==> src/rtl/audio_sdm_dac.sv <==
// audio_sdm_dac: 2-entry sample FIFO feeding a first-order sigma-delta 1-bit audio DAC
// at a fixed sample rate of clk/SAMPLE_DIV.
module audio_sdm_dac #(
  parameter int DATA_W = 16,
  parameter int SAMPLE_DIV = 250
) (
  input  logic              clk,
  input  logic              rst,
  input  logic [DATA_W-1:0] s_data,
  input  logic              s_valid,
  output logic              s_ready,
  output logic              audio_out,
  output logic              sample_tick,
  output logic              underrun
);
  localparam int CW = $clog2(SAMPLE_DIV);
  logic [CW-1:0] cnt;
  logic [DATA_W-1:0] mem [2];
  logic wr_ptr, rd_ptr;
  logic [1:0] count;
  logic [DATA_W-1:0] cur, acc, u;
  logic [DATA_W:0] sum;
  logic push, pop;
  // Pulses are gated by rst so a reset edge never doubles as a tick.
  always_comb begin
    s_ready = !rst && count != 2'd2;
    sample_tick = !rst && cnt == CW'(SAMPLE_DIV - 1);
    underrun = sample_tick && count == 2'd0;
    push = s_valid && s_ready;
    pop = sample_tick && count != 2'd0;
    u = {~cur[DATA_W-1], cur[DATA_W-2:0]};
    sum = {1'b0, acc} + {1'b0, u};
  end
  always_ff @(posedge clk)
    if (push) mem[wr_ptr] <= s_data;
  always_ff @(posedge clk)
    if (rst) begin
      cnt <= '0;
      wr_ptr <= 1'b0;
      rd_ptr <= 1'b0;
      count <= 2'd0;
      cur <= '0;
      acc <= '0;
      audio_out <= 1'b0;
    end else begin
      cnt <= sample_tick ? '0 : cnt + CW'(1);
      wr_ptr <= wr_ptr ^ push;
      rd_ptr <= rd_ptr ^ pop;
      if (pop) cur <= mem[rd_ptr];
      count <= count + {1'b0, push} - {1'b0, pop};
      acc <= sum[DATA_W-1:0];
      audio_out <= sum[DATA_W];
    end
endmodule

==> config.mk <==
export PLATFORM = sky130hd
export DESIGN_NAME = audio_sdm_dac
export DESIGN_NICKNAME = d
export VERILOG_FILES = /design/src/rtl/audio_sdm_dac.sv
export SDC_FILE = /design/constraint.sdc
export NUM_CORES = 1
export LEC_CHECK = 0
export ABC_CLOCK_PERIOD_IN_PS = 4000
export CELL_PAD_IN_SITES_DETAIL_PLACEMENT = 0
export CELL_PAD_IN_SITES_GLOBAL_PLACEMENT = 2
export CORE_UTILIZATION = 43
export CTS_CLUSTER_DIAMETER = 120
export CTS_CLUSTER_SIZE = 20
export DETAILED_ROUTE_END_ITERATION = 16
export PLACE_DENSITY = 0.85
export SYNTH_ARGS = -nofsm -noshare
export SYNTH_HDL_FRONTEND = slang
export SYNTH_SLANG_ARGS = --single-unit
==> constraint.sdc <==
create_clock -name clk -period 4 [get_ports clk]
set_input_delay 1.2 -clock clk [delete_from_list [all_inputs] [get_ports clk]]
set_output_delay 1.2 -clock clk [all_outputs]
set_load 0.02 [all_outputs]
==> run metrics <==
WP buf/inv=2; Clock Pin Slew Worst Setup and Hold Paths=80 ps; die area=8595 um^2; Starting Density=45.09%; Syn Nets=344; wire length of the first global-routing pass=9.901 mm; post-route cell area=4019 um^2; Pre-antenna DRT Iters=4; clock sinks=77; Max-Cap Viols=0; Max-slew headroom=35.71%; cell family contributing the most delay on the critical path=simple AND/OR/NAND/NOR gates; Synth Cell Area=3538 um^2; maximum single-stage delay on the critical path=620 ps; Antenna diodes=0; most frequent cell after synthesis=sky130_fd_sc_hd__dfxtp_1; antenna-violating nets left=0; RSZ-0062 raised after global routing=no; Power per Cell Area=374.4 nW/um^2; initial antenna violation count=0; nets@finish=366; via count=2194; clock root buffer master=sky130_fd_sc_hd__clkbuf_8; Power, Total=1.505 mW; Site Rows=32; crit-path cells=buf_2 > or4_4 > nor3_1 > clkdlybuf4s50_1; top-level I/O count=23; slew at the pin closest to its max-slew limit=963.0 ps; fin util=51.21%; DRC violations left=0; largest cells by area after synthesis=sky130_fd_sc_hd__edfxtp_1 27%, sky130_fd_sc_hd__dfxtp_1 25%, sky130_fd_sc_hd__ha_1 7.8%; most frequent cells after synthesis=45 x sky130_fd_sc_hd__dfxtp_1, 32 x sky130_fd_sc_hd__edfxtp_1, 29 x sky130_fd_sc_hd__nor2_1; worst path required time=2800 ps; top achievable clock speed=0.2594 GHz; post-DP HPWL=3.977 mm; final wirelength=5.716 mm; largest fanout on the critical path=3; GRT Total Usage=14.93%; cell taking the most area after synthesis=sky130_fd_sc_hd__edfxtp_1; Final setup viols=0; kind of critical path=in -> out; minimum clock period after layout=3855 ps; number of enable-type register cells in the synthesized netlist=32; fraction of final layout cells sized beyond drive strength 1=14.29%; Async S/R FF share, synth=0%; Synth cell types=45; number of buffers added on ports=22; Die Width=92.71 um; data arrival time of the critical path=2660 ps; Period Utilization, post-route=96.39%; fin cells=431; area fraction of the dominant cell type after synthesis=27.16%; hold violation count in the final report=0; net switching component of the power=0.3379 mW; total number of H-tree levels=3; sequential fraction of design power=56.3%; sum of negative setup slack=0 ps; Routability Congestion=0.7055; net switching share of the total power=22.46%; per-cell via count in the routed design=5.090; maximum number of pins on one net before global-route repair=46; number of hold buffers added after cts=0; run status=finished, final reports clean; average cell area after synthesis=11.72 um^2; vertical die dimension=92.71 um; via count of the first global-routing pass=2122; area of placed instances=3820 um^2; Crit. End Element=output pin; cell count after synthesis=302; number of CTS-inserted buffers=9; number of setup buffers added after CTS=0; Floorplan Core Area=7848 um^2; max-slew violation total from the final report=0; synthesis-stage register bit count=77; Clock Tree Buf Depth=2; leakage power=1.533 nW; global route total overflow=0; sequential cell area fraction in the yosys report=52.62%; CP max stage cell=sky130_fd_sc_hd__clkdlybuf4s50_1; area growth from synthesis to layout=13.58%; class of the worst hold path=reg -> reg; internal power=1.167 mW; number of warnings printed during yosys synthesis=0; drt initial violations=80; Worst-Skew Late Latency=340 ps; TritonCTS clock tree=built; sort of element at the start of the critical path=input port; PostCTS Resize Cnt=0; setup skew after layout=12.79 ps; part of the total power dissipated in combinational logic=4.9%; clock share of power=38.8%; Post-Place Cells=415; Main synth FF type=sky130_fd_sc_hd__dfxtp_1; average wire per cell in the routed design=13.26 um; IR drop worst, VDD=0.2406 mV
cells by family (layout without fill, tap and decap cells):
| logic type | Yosys count | count (layout) | share of synthesized area, % |
|---|---|---|---|
| AOI/OAI and AO/OA | 61 | 61 | 13.72 |
| xor gates and xnor gates | 14 | 14 | 3.465 |
| adders and majority gates | 23 | 23 | 8.345 |
| buffers and inverters | 22 | 49 | 3.112 |
| DFF | 77 | 77 | 52.62 |
| muxes | 20 | 20 | 5.799 |
| and+or+nand+nor | 85 | 85 | 12.94 |
cell type report:
| type | count | area [um^2] |
|---|---|---|
| fill | 738 | 3829 |
| sequential | 77 | 1862 |
| multi-input combinational | 203 | 1567 |
| timing repair buffer | 24 | 230.2 |
| clock buffer | 10 | 127.6 |
| tap | 102 | 127.6 |
| clock inverter | 6 | 71.32 |
| inverter | 9 | 33.78 |
path summary, 6_finish.rpt:
check | depth (start not counted) | slack (ps) | start | endpoint
setup / recovery | 4 | 140 | rst | underrun
hold / removal | 1 | 480 | cnt[0] | cnt[0]
setup reg to reg | 6 | 1740 | cur[8] | acc[13]
hold reg to reg | 1 | 480 | cnt[0] | cnt[0]
state kept, by name (all words and copies together), names as in the netlist:
signal / cells
count: 2
acc: 16
audio_out: 1
cnt: 8
rd_ptr: 1
wr_ptr: 1
mem: 32
cur: 16
layer usage:
layer	vias up	global-route usage (%)	wire length (um)
li1	1148	-	-
met1	1015	20.95	3046
met2	25	22.35	2499
met3	6	3.202	114
met4	0	6.154	57
met5	-	0	0
layout by cell type, fill, tap and decap left out, types with 6 or more instances in the layout:
master / count
sky130_fd_sc_hd__dfxtp_1: 45
sky130_fd_sc_hd__ha_1: 22
sky130_fd_sc_hd__xnor2_1: 6
sky130_fd_sc_hd__clkbuf_8: 9
sky130_fd_sc_hd__edfxtp_1: 32
sky130_fd_sc_hd__nand3_1: 6
sky130_fd_sc_hd__nand2_1: 10
sky130_fd_sc_hd__clkdlybuf4s50_1: 21
sky130_fd_sc_hd__inv_1: 9
sky130_fd_sc_hd__nor2_1: 29
sky130_fd_sc_hd__xor2_1: 8
sky130_fd_sc_hd__a21oi_1: 11
sky130_fd_sc_hd__a21o_1: 8
sky130_fd_sc_hd__mux2i_1: 16
sky130_fd_sc_hd__a211oi_2: 12
sky130_fd_sc_hd__nor2_2: 10
sky130_fd_sc_hd__nor2b_1: 10
metrics by stage:
stage | setup slack (ps) | hold WS, ps
floorplan | 349.0 | 433.4
global placement | 137.9 | 446.0
detailed placement | 146.6 | 460.2
CTS | 144.3 | 478.9
global route | 109.1 | 496.1
finish | 144.6 | 476.2
worst register-to-register path: stages (launching register included):
cell and delay [ps]:
sky130_fd_sc_hd__dfxtp_1 350, sky130_fd_sc_hd__ha_1 400, sky130_fd_sc_hd__and4_1 290, sky130_fd_sc_hd__a221oi_1 420
sky130_fd_sc_hd__o21ai_0 130, sky130_fd_sc_hd__a41oi_1 230, sky130_fd_sc_hd__mux2_1 340
power by group through the flow:
| stage | Sequential [mW] | Clock (mW) | Combinational, mW |
|---|---|---|---|
| 2_1_floorplan | 0.864 | 0 | 0.0426 |
| 3_3_place_gp | 0.865 | 0 | 0.0729 |
| 3_5_place_dp | 0.866 | 0 | 0.0744 |
| 4_1_cts | 0.847 | 0.600 | 0.0749 |
| 5_1_grt | 0.849 | 0.630 | 0.0834 |
| 6_report | 0.847 | 0.584 | 0.0738 |
(Power assumes the default switching activity.)
